$ cat src/rtl/alu_control_fsm.sv
// alu_control_fsm: multi-cycle instruction sequencer for the 16-bit datapath.
// Fetches a 16-bit instruction, decodes it and drives the combinational ALU's
// function select and carry-in plus the register-file address/write controls.
// The ALU's {V,C,N,Z} result is captured into a flags register on writeback,
// and conditional branches resolve against those registered flags.
module alu_control_fsm #(
  parameter int              N        = 16,
  parameter int              PC_W     = 16,
  parameter logic [PC_W-1:0] RESET_PC = '0
) (
  input  logic            clk,
  input  logic            reset,        // asynchronous, active-low
  output logic            instr_req,
  output logic [PC_W-1:0] instr_addr,
  input  logic            instr_valid,
  input  logic [15:0]     instr,
  output logic [4:0]      FS,
  output logic            Cin,
  input  logic [3:0]      alu_status,   // {V,C,N,Z}
  input  logic            alu_cout,
  output logic [2:0]      rd_addr,
  output logic [2:0]      ra_addr,
  output logic [2:0]      rb_addr,
  output logic            rf_we,
  output logic [3:0]      flags,        // {V,C,N,Z}
  output logic            halted,
  output logic            illegal
);

  // Bit positions inside a {V,C,N,Z} nibble.
  localparam int FLAG_V = 3;
  localparam int FLAG_C = 2;
  localparam int FLAG_N = 1;
  localparam int FLAG_Z = 0;

  // Opcode map: 0x00..0x10 are ALU ops whose opcode is also the FS code.
  localparam logic [4:0] OP_ALU_LAST = 5'h10;
  localparam logic [4:0] OP_ADDC     = 5'h06;
  localparam logic [4:0] OP_BZ       = 5'h11;
  localparam logic [4:0] OP_BN       = 5'h12;
  localparam logic [4:0] OP_BC       = 5'h13;
  localparam logic [4:0] OP_JMP      = 5'h14;
  localparam logic [4:0] OP_HALT     = 5'h1F;

  typedef enum logic [2:0] {
    S_RST_IDLE = 3'd0,
    S_FETCH    = 3'd1,
    S_DECODE   = 3'd2,
    S_EXEC     = 3'd3,
    S_WB       = 3'd4,
    S_BRANCH   = 3'd5,
    S_HALT     = 3'd6,
    S_ILLEGAL  = 3'd7
  } state_e;

  // Instruction fields as they sit in the instruction register.
  typedef struct packed {
    logic [4:0] op;
    logic [2:0] rd;
    logic [2:0] ra;
    logic [2:0] rb;
    logic [1:0] pad;
  } instr_t;

  state_e          state_q, state_d;
  instr_t          ir_q, ir_d;
  logic [PC_W-1:0] pc_q, pc_d;
  logic [3:0]      flags_q, flags_d;
  logic [4:0]      fs_q, fs_d;
  logic            cin_q, cin_d;
  logic [2:0]      rd_q, rd_d;
  logic [2:0]      ra_q, ra_d;
  logic [2:0]      rb_q, rb_d;
  logic            halted_q, halted_d;
  logic            illegal_q, illegal_d;

  // Decode helpers derived from the instruction register.
  logic            is_alu;
  logic            is_branch;
  logic            is_halt;
  logic            branch_taken;
  logic [7:0]      br_off;
  logic [PC_W-1:0] off_ext;
  logic [PC_W-1:0] pc_inc;
  logic [PC_W-1:0] pc_target;

  // The ALU's own C status bit is superseded by alu_cout, and N only documents
  // the datapath width; both are intentionally left unconsumed.
  logic unused_ok;
  assign unused_ok = ^{alu_status[FLAG_C], N[0]};

  assign is_alu    = (ir_q.op <= OP_ALU_LAST);
  assign is_branch = (ir_q.op >= OP_BZ) && (ir_q.op <= OP_JMP);
  assign is_halt   = (ir_q.op == OP_HALT);

  // Branch offset overlays ra/rb/pad; it is a signed 8-bit word offset.
  assign br_off    = {ir_q.ra, ir_q.rb, ir_q.pad};
  assign off_ext   = {{(PC_W-8){br_off[7]}}, br_off};
  // PC arithmetic simply wraps modulo 2^PC_W in both directions.
  assign pc_inc    = pc_q + PC_W'(1);
  assign pc_target = pc_inc + off_ext;

  // Resolve the branch condition against the registered flags.
  always_comb begin
    // NOTE: every always_comb output gets a default first so no path can infer a latch.
    branch_taken = 1'b0;
    case (ir_q.op)
      OP_BZ:   branch_taken = flags_q[FLAG_Z];
      OP_BN:   branch_taken = flags_q[FLAG_N];
      OP_BC:   branch_taken = flags_q[FLAG_C];
      OP_JMP:  branch_taken = 1'b1;
      default: branch_taken = 1'b0;
    endcase
  end

  // State register; reset aborts any in-flight instruction immediately.
  always_ff @(posedge clk or negedge reset) begin
    // NOTE: sequential state uses non-blocking assignments so every register samples pre-edge values.
    if (!reset) begin
      state_q <= S_RST_IDLE;
    end else begin
      state_q <= state_d;
    end
  end

  // Next-state logic for the fetch/decode/execute sequence.
  always_comb begin
    state_d = state_q;
    case (state_q)
      S_RST_IDLE: state_d = S_FETCH;
      S_FETCH: begin
        if (instr_valid) begin
          state_d = S_DECODE;
        end
      end
      S_DECODE: begin
        if (is_alu) begin
          state_d = S_EXEC;
        end else if (is_branch) begin
          state_d = S_BRANCH;
        end else if (is_halt) begin
          state_d = S_HALT;
        end else begin
          state_d = S_ILLEGAL;
        end
      end
      S_EXEC:    state_d = S_WB;
      S_WB:      state_d = S_FETCH;
      S_BRANCH:  state_d = S_FETCH;
      S_HALT:    state_d = S_HALT;
      S_ILLEGAL: state_d = S_ILLEGAL;
      default:   state_d = S_RST_IDLE;
    endcase
  end

  // Moore outputs: fetch request only in FETCH, write strobe only in WB.
  always_comb begin
    instr_req = 1'b0;
    rf_we     = 1'b0;
    case (state_q)
      S_FETCH: instr_req = 1'b1;
      S_WB:    rf_we     = 1'b1;
      default: begin
        instr_req = 1'b0;
        rf_we     = 1'b0;
      end
    endcase
  end

  // Datapath next values: IR capture, ALU control load, flag/PC updates.
  always_comb begin
    ir_d      = ir_q;
    pc_d      = pc_q;
    flags_d   = flags_q;
    fs_d      = fs_q;
    cin_d     = cin_q;
    rd_d      = rd_q;
    ra_d      = ra_q;
    rb_d      = rb_q;
    halted_d  = halted_q;
    illegal_d = illegal_q;
    case (state_q)
      S_FETCH: begin
        if (instr_valid) begin
          ir_d = instr_t'(instr);
        end
      end
      S_DECODE: begin
        // ALU controls are loaded here so they are stable for all of EXEC and
        // WB; non-ALU instructions leave the previous controls untouched.
        if (is_alu) begin
          fs_d  = ir_q.op;
          cin_d = (ir_q.op == OP_ADDC) && flags_q[FLAG_C];
          rd_d  = ir_q.rd;
          ra_d  = ir_q.ra;
          rb_d  = ir_q.rb;
        end else if (is_halt) begin
          halted_d = 1'b1;
        end else if (!is_branch) begin
          illegal_d = 1'b1;
        end
      end
      S_WB: begin
        // Carry is taken from the ALU carry-out, not its status nibble.
        flags_d = {alu_status[FLAG_V], alu_cout, alu_status[FLAG_N], alu_status[FLAG_Z]};
        pc_d    = pc_inc;
      end
      S_BRANCH: begin
        pc_d = branch_taken ? pc_target : pc_inc;
      end
      default: begin
        pc_d = pc_q;
      end
    endcase
  end

  // Datapath registers; everything returns to its reset value asynchronously.
  always_ff @(posedge clk or negedge reset) begin
    if (!reset) begin
      ir_q      <= '0;
      pc_q      <= RESET_PC;
      flags_q   <= '0;
      fs_q      <= '0;
      cin_q     <= 1'b0;
      rd_q      <= '0;
      ra_q      <= '0;
      rb_q      <= '0;
      halted_q  <= 1'b0;
      illegal_q <= 1'b0;
    end else begin
      ir_q      <= ir_d;
      pc_q      <= pc_d;
      flags_q   <= flags_d;
      fs_q      <= fs_d;
      cin_q     <= cin_d;
      rd_q      <= rd_d;
      ra_q      <= ra_d;
      rb_q      <= rb_d;
      halted_q  <= halted_d;
      illegal_q <= illegal_d;
    end
  end

  assign instr_addr = pc_q;
  assign FS         = fs_q;
  assign Cin        = cin_q;
  assign rd_addr    = rd_q;
  assign ra_addr    = ra_q;
  assign rb_addr    = rb_q;
  assign flags      = flags_q;
  assign halted     = halted_q;
  assign illegal    = illegal_q;

endmodule
$ cat config.mk
export PLATFORM = sky130hd
export DESIGN_NAME = alu_control_fsm
export DESIGN_NICKNAME = d
export VERILOG_FILES = /design/src/rtl/alu_control_fsm.sv
export SDC_FILE = /design/constraint.sdc
export NUM_CORES = 1
export LEC_CHECK = 0
export ABC_AREA = 1
export CORE_AREA = 2 2 79 111
export DETAILED_ROUTE_END_ITERATION = 8
export DIE_AREA = 0 0 81 113
export PLACE_DENSITY = 0.66
export SYNTH_ARGS = -nofsm -noshare
export SYNTH_HDL_FRONTEND = slang
export SYNTH_SLANG_ARGS = --single-unit
$ cat constraint.sdc
create_clock -name clk -period 3.5 [get_ports clk]
set_clock_uncertainty 0.15 [all_clocks]
set_input_delay 0.7 -clock clk [delete_from_list [all_inputs] [get_ports clk]]
set_output_delay 0.7 -clock clk [all_outputs]
set_load 0.05 [all_outputs]
== Word-level counts from Yosys, hierarchy flattened ==
Index checks and enable logic that the tools add are counted.

* Add/sub/neg operators: 2
* $lt $le $gt $ge: 3
* Equality and inequality tests: 14
* Mux-type cells: 10
* Bitwise gates (word level): 3
* Reduce and logical (&&, ||, !) cells: 9

{| class="wikitable"
|+ Operator list
! kind !! number
|-
| $pmux 16 s2 || 1
|-
| $eq 5x5->1 const B || 5
|-
| $pmux 3 s6 || 1
|-
| $add 16x1->16 const B || 1
|-
| $add 16x16->16 || 1
|-
| $mux 16 || 1
|-
| $eq 3x3->1 const B || 4
|-
| $le 5x5->1 const B || 2
|-
| $eq 3x2->1 const B || 2
|-
| $mux 3 || 2
|-
| $eq 5x3->1 const B || 1
|-
| $ge 5x5->1 const B || 1
|-
| $pmux 1 s4 || 1
|-
| $reduce_and 2->1 || 2
|-
| $reduce_and 4->1 || 1
|-
| $eq 3x1->1 const B || 1
|-
| $logic_not 3->1 || 1
|-
| $mux 1 || 3
|-
| $not 1->1 || 3
|-
| $reduce_and 3->1 || 1
|-
| $reduce_or 3->1 || 1
|-
| $logic_and 1x1->1 || 2
|-
| $mux 2 || 1
|-
| $ne 2x2->1 const B || 1
|-
| $reduce_bool 2->1 || 1
|}

* Bits in registers: 56
* Input bits: 24
* Output and inout port bits: 39
* Logic and storage cells: 56

== Logic depth before layout (Yosys ltp) ==
Gate-level depths: netlist of the first run.

* Depth in word-level cells: 5
* Depth in mapped cells: 21
* Gate-level depth less buffers: 21

== Worst setup path after synthesis of the first run ==
Ideal clock, no wire load.

* Kind: register -> register
* Start point: reg pc_q[1] (netlist: instr_addr[1])
* End point: reg pc_q[15] (netlist: instr_addr[15])
* Library setup time: 118 ps
* Data arrival time: 2,588 ps
* Data required time: 3,232 ps
* Slack: 644 ps
* Stages on the path, launching flop included: 17
* Path buffers: 0
* Clock period less this slack: 2,856 ps
* Path through: dfrtp_1 > ha_1 > nand2_1 > nor2_4 > nand2_1 > o21ai_1 > inv_1 > ha_1 > nand2_1 > nor3_1 > nand2_1 > nand2_1 > nand3_1 > nand3_1 > nand2_1 > nand2_1 > nand2_1

* Word-level cells in the longest chain between the ends: 4

{| class="wikitable"
|+ Ends and longest elaborated chain
! item !! RTL line !! source
|-
| start: declaration || 67 || <nowiki>logic [PC_W-1:0] pc_q, pc_d;</nowiki>
|-
| start signal: assignment || 232 || <nowiki>pc_q <= pc_d;</nowiki>
|-
| $add 16x1->16 * || 100 || <nowiki>assign pc_inc = pc_q + PC_W'(1);</nowiki>
|-
| $add 16x16->16 || 101 || <nowiki>assign pc_target = pc_inc + off_ext;</nowiki>
|-
| $mux 16 || 209 || <nowiki>pc_d = branch_taken ? pc_target : pc_inc;</nowiki>
|-
| $pmux 16 s2 * || 182 || <nowiki>case (state_q)</nowiki>
|}

Mark *: on every way between the ends. The rest lies on a longest branch, timed or not.
A chain may end at the register's enable or synchronous reset.

== Worst setup path in the final report of the first run ==
Ends and elaborated chain as after synthesis.

==> results of run 1 <==
## worst max-delay path: stages (launching register included)
cell and delay, ps:
dfrtp_1 440, ha_1 250, nand2_1 120, nor2_4 200, nand2_1 130, o21ai_1 210, inv_1 100, ha_1 380
nand2_1 150, nor3_1 200, nand2_1 70, nand2_1 80, nand3_1 90, nand3_1 90, nand2_1 50, nand2_1 60
nand2_1 50
## state kept, by name, indices dropped and copies added (netlist names)
| register | flops |
|---|---|
| instr_addr | 16 |
| rb_addr | 3 |
| ra_addr | 3 |
| illegal | 1 |
| br_off | 8 |
| Cin | 1 |
| ir_q | 8 |
| FS | 5 |
| rd_addr | 3 |
| state_q | 3 |
| flags | 4 |
| halted | 1 |
## through the flow
stage,area [um2],power [mW],worst slack (ps),hold WS [ps],instances
2_1_floorplan,3580,3.27,644,254,480
3_3_place_gp,4300,4.04,631,307,640
3_5_place_dp,4300,4.10,596,320,640
4_1_cts,4440,4.63,574,261,648
5_1_grt,4440,4.97,313,279,648
6_report,4440,4.61,579,231,648
## power breakdown
part / total (mW) / switching [mW] / internal, mW / leakage [nW]
clock network: 0.522 / 0.250 / 0.272 / 0.0719
registers: 1.23 / 0.291 / 0.939 / 0.711
logic: 2.85 / 1.88 / 0.974 / 1.50
total: 4.61 / 2.42 / 2.18 / 2.29
## Yosys cell counts, drive strengths merged
| cell | instances | share of area |
|---|---|---|
| dfrtp | 56 | 0.39 |
| a21o | 6 | 0.013 |
| xnor2 | 2 | 0.0049 |
| nor2 | 33 | 0.043 |
| inv | 64 | 0.067 |
| nand3 | 36 | 0.050 |
| a41oi | 1 | 0.0024 |
| ha | 20 | 0.070 |
| nor3 | 2 | 0.0042 |
| o41ai | 1 | 0.0024 |
| nor4 | 1 | 0.0017 |
| o21ai | 37 | 0.055 |
| o21bai | 3 | 0.0063 |
| buf | 4 | 0.0087 |
| fa | 1 | 0.0056 |
| xor2 | 13 | 0.032 |
| nand4 | 3 | 0.0052 |
| o22ai | 1 | 0.0017 |
| o211ai | 4 | 0.0098 |
| o221ai | 2 | 0.0049 |
| a31o | 1 | 0.0024 |
| a21oi | 19 | 0.030 |
| clkbuf | 3 | 0.0031 |
| nand3b | 1 | 0.0021 |
| nand2 | 164 | 0.18 |
| a31oi | 2 | 0.0035 |
## logic make-up (layout without fill, tap and decap cells)
family / count (synthesis) / after routing
AOI/OAI and AO/OA: 77 / 77
xor gates and xnor gates: 15 / 15
adders and majority gates: 21 / 21
buffers and inverters: 71 / 137
DFF: 56 / 56
and+or+nand+nor: 240 / 240
## final timing paths
kind	to	slack, ps	cells past startpoint
worst max-delay path	instr_addr[15]	580	16
worst min-delay path	flags[1]	230	1
worst max register to register	instr_addr[15]	580	16
worst min register to register	rd_addr[1]	330	2
max in group asynchronous	instr_addr[4]	2130	2
min in group clk	rd_addr[1]	330	2
## per-layer routing
layer | GRT usage | vias up
met2 | 0.375 | 64
li1 | - | 1676
met1 | 0.250 | 1560
met3 | 0.0383 | 10
met5 | 0 | -
met4 | 0.0655 | 0
## final cells by class
type | count | area, um2
Fill cell | 814 | 3660
Tap cell | 102 | 128
Timing Repair Buffer | 65 | 633
Sequential cell | 56 | 1400
Multi-Input combinational cell | 353 | 1890
Clock inverter | 2 | 17.5
Inverter | 64 | 240
Clock buffer | 6 | 129
==> run_results.csv, run 1 <==
group,metric,value,unit
global_route,grt_usage,0.210,
critical_path,crit_type,"register to register",
cells_and_area,n_antenna_cell,0,
pwr,power_leakage,2.29,nW
pwr,peakVddDrop,0.000694,V
clocking,ctsRootBufferMaster,"clkbuf_16",
routing,wl_met2,4730,um
clocking,tritoncts,"done",
clocking,cts.sinks,56,
critical_path,arrival,2970,ps
global_route,grt_pass1_wl,15100,um
timing,worstMarginPinSlew,558,ps
cells_and_area,finish.utilization,0.549,
timing,setup_viol,0,
timing,hold_viol_final,0,
die,die_area,9150,um2
worst_hold_path,worstHoldPathType,"input pin to async pin",
critical_path,startpoint_type,"register",
timing,tns,0,ps
die,die_height,113,um
routing,drc_errors,0,
logic_synthesis,syn_avg_cell_area,7.46,um2
logic_synthesis,synth_cell_types,38,
logic_synthesis,syn_area,3580,um2
logic_synthesis,synth_compound_area_frac,0.131,
logic_synthesis,yosysWarnings,0,
die,die_w,81,um
clocking,post_cts_buffers,0,
logic_synthesis,muxShareOfSynthArea,0,
logic_synthesis,synthCells,480,
critical_path,crit_path_max_fanout,6,
global_route,grt_max_degree,35,
routing,wl,8890,um
logic_synthesis,synth-xor-area-share,0.0367,
outcome,status,"completed",
routing,dr.pass1.iters,5,
routing,drtAntennaViolNets,0,
die,ios,63,
logic_synthesis,ys_ff_latch,56,
timing,rsz0062_at_grt,"no",
pwr,pwr_density_cell,1040,nW/um2
critical_path,cp-end-kind,"register",
clocking,path_clk_slew,80,ps
timing,fmax,342,MHz
cells_and_area,drive_gt1_frac,0.0897,
cells_and_area,final_nets,590,
cells_and_area,syn_to_final_growth,24.2,%
timing,drv_slew,0,
logic_synthesis,synth_fa_ha_area_frac,0.0755,
clocking,cts_max_path_buffers,2,
global_route,gr-total-overflow,0,
placement,port_buffers,61,
routing,topRoutingLayerUsed,"met4",
routing,initialDrtViolationCount,176,
die,placement_rows,39,
clocking,cts_hold_buf,0,
logic_synthesis,ys_seq_area_frac,0.392,
timing,fin_crit,2920,ps
placement,place_congestion,0.855,
cells_and_area,layout_common_cells,"nand2_1, clkdlybuf4s50_1, dfrtp_1, inv_1, nand3_1",
logic_synthesis,synth_top_family_by_area,"simple AND/OR/NAND/NOR gates",
routing,routed_via_density,5.11,
global_route,antenna_found_initial,0,
clocking,post_cts_resized,0,
routing,met3_length,303,um
timing,finalCritPeriodShare,0.834,
critical_path,crit_start,"instr_addr[1]",
critical_path,required,3550,ps
die,initial_core_util,0.442,
timing,slew_headroom,0.628,
clocking,cts_inserted_buffers,5,
logic_synthesis,syn_nets,525,
routing,wl_per_cell,13.7,um
die,coreArea,8100,um2
critical_path,crit-reg2reg-launch,"instr_addr[1]",
cells_and_area,final_common_cell,"nand2_1",
routing,dr_total_vias,3310,
clocking,cts_max_level,2,
global_route,first_global_vias,3391,
clocking,worst_skew_pair.late_latency,300,ps
placement,dpl.hpwl,6810,um
logic_synthesis,yosys.area_share.simple,0.286,
routing,wl_met1,3710,um
run,max_cap_viol_count,0,
No activity file was read; power rests on OpenSTA's default activity.
==> run 2, diff against run 1 <==
==> constraint.sdc (replaced) <==
create_clock -name clk -period 2.95 [get_ports clk]
set_clock_uncertainty 0.15 [all_clocks]
set_input_delay 0.59 -clock clk [delete_from_list [all_inputs] [get_ports clk]]
set_output_delay 0.59 -clock clk [all_outputs]
set_load 0.05 [all_outputs]
==> run_results.csv, run 2 (synthesized netlist as in run 1, its figures left out) <==
group,metric,value,unit
outcome,status,"completed",
routing,routed_via_density,5.11,
cells_and_area,layout_common_cells,"nand2_1, clkdlybuf4s50_1, inv_1, dfrtp_1, nand3_1",
clocking,cts_inserted_buffers,5,
timing,setup_viol,0,
cells_and_area,n_fill_cell,790,
critical_path,critPathBufInv,5,
cells_and_area,seqCellArea,1410,um2
critical_path,cp_slowest_stage_delay,360,ps
timing,worstMarginPinSlew,629,ps
timing,tns,0,ps
critical_path,crit_top_cell,"nand2_1",
die,ios,63,
clocking,path_clk_slew,80,ps
critical_path,startpoint_type,"register",
clocking,cts_max_path_buffers,2,
cells_and_area,finish.utilization,0.563,
placement,port_buffers,61,
die,initial_core_util,0.442,
critical_path,cp_slowest_cell,"dfrtp_1",
routing,wl_per_cell,13.6,um
clocking,worst_skew_pair.late_latency,300,ps
cells_and_area,n_antenna_cell,0,
routing,dr.pass1.iters,5,
pwr,peakVddDrop,0.000639,V
clocking,cts_max_level,2,
die,placement_rows,39,
timing,fmax,369,MHz
critical_path,crit_path_max_fanout,4,
routing,initialDrtViolationCount,143,
die,die_area,9150,um2
clocking,tritoncts,"done",
global_route,grt_usage,0.208,
placement,dpl.hpwl,6780,um
global_route,first_global_vias,3403,
clocking,cts.sinks,56,
cells_and_area,drive_gt1_frac,0.120,
routing,wl,8890,um
cells_and_area,final_common_cell,"nand2_1",
critical_path,arrival,2760,ps
timing,hold_viol_final,0,
clocking,post_cts_buffers,0,
die,die_height,113,um
global_route,gr-total-overflow,0,
timing,fin_crit,2710,ps
critical_path,required,3000,ps
global_route,grt_max_degree,28,
die,die_w,81,um
timing,slew_headroom,0.581,
timing,finalCritPeriodShare,0.920,
timing,drv_slew,0,
die,coreArea,8100,um2
cells_and_area,final_nets,594,
critical_path,crit_start,"instr_addr[0]",
routing,dr_total_vias,3332,
global_route,grt_pass1_wl,15100,um
routing,drtAntennaViolNets,0,
run,max_cap_viol_count,0,
pwr,pwr_density_cell,1220,nW/um2
cells_and_area,multi_input_area,1960,um2
critical_path,crit_chain,"buf_4, inv_1, nor2_2, nand2_4, nor2_4, nand2_1, xor2_2, inv_1, ha_1, nand2_1, inv_1, nand2_1, nand2_1, a21oi_1, nand2_1, inv_1, nand2_1, nand3_1, nand2_1, nand2_1, nand2_1",
routing,drc_errors,0,
pwr,power_leakage,2.32,nW
critical_path,crit-reg2reg-launch,"instr_addr[0]",
critical_path,crit_type,"register to register",
placement,place_congestion,0.852,
clocking,ctsRootBufferMaster,"clkbuf_16",
cells_and_area,syn_to_final_growth,27.4,%
worst_hold_path,worstHoldPathType,"input pin to async pin",
critical_path,cp_top_family,"simple AND/OR/NAND/NOR gates",
critical_path,r2r_setup_slack,240,ps
critical_path,cp-end-kind,"register",
cells_and_area,largest_register_ffs,16,
clocking,cts_hold_buf,0,
timing,rsz0062_at_grt,"no",
global_route,antenna_found_initial,0,
[run 2: layout make-up]
type	count	area share
Inverter	64	0.0527
Tap cell	102	0.0280
Clock inverter	3	0.00494
Clock buffer	5	0.0274
Sequential cell	56	0.308
Timing Repair Buffer	69	0.148
Multi-Input combinational cell	353	0.431
[run 2: per-stage QoR]
| step | hold slack (ps) | power (mW) | cell area [um2] | cells | setup WS, ps |
|---|---|---|---|---|---|
| final | 94.6 | 5.54 | 4560 | 652 | 237 |
| after global routing | 128 | 5.99 | 4560 | 652 | 10.8 |
| after CTS | 109 | 5.50 | 4490 | 652 | 77.5 |
| after detailed placement | 316 | 4.86 | 4340 | 644 | 105 |
| after global placement | 306 | 4.81 | 4340 | 644 | 118 |
| after floorplan | 144 | 3.88 | 3580 | 480 | 93.6 |
[run 2: path summary, 6_finish.rpt]
check,depth (start not counted),endpoint
worst min-delay path,1,br_off[7]
min in group clk,2,ir_q[8]
worst max-delay path,21,instr_addr[15]
max in group asynchronous,2,instr_addr[2]
worst min register to register,2,ir_q[8]
worst max register to register,21,instr_addr[15]
[run 2: layer usage]
metal,global-route usage,wire length (um),up-vias
met3,0.0311,265,13
li1,-,-,1682
met2,0.376,4720,64
met1,0.244,3700,1573
met5,0,0,-
met4,0.0757,210,0
[run 2: what timing repair did]
item,in CTS,in global routing
hold endpoints to repair,0,0
resized for setup,0,15
setup endpoints to repair,0,4
[run 2: power breakdown]
group | internal [mW] | switching [mW]
logic | 1.22 | 2.25
clock network | 0.319 | 0.300
registers | 1.12 | 0.341
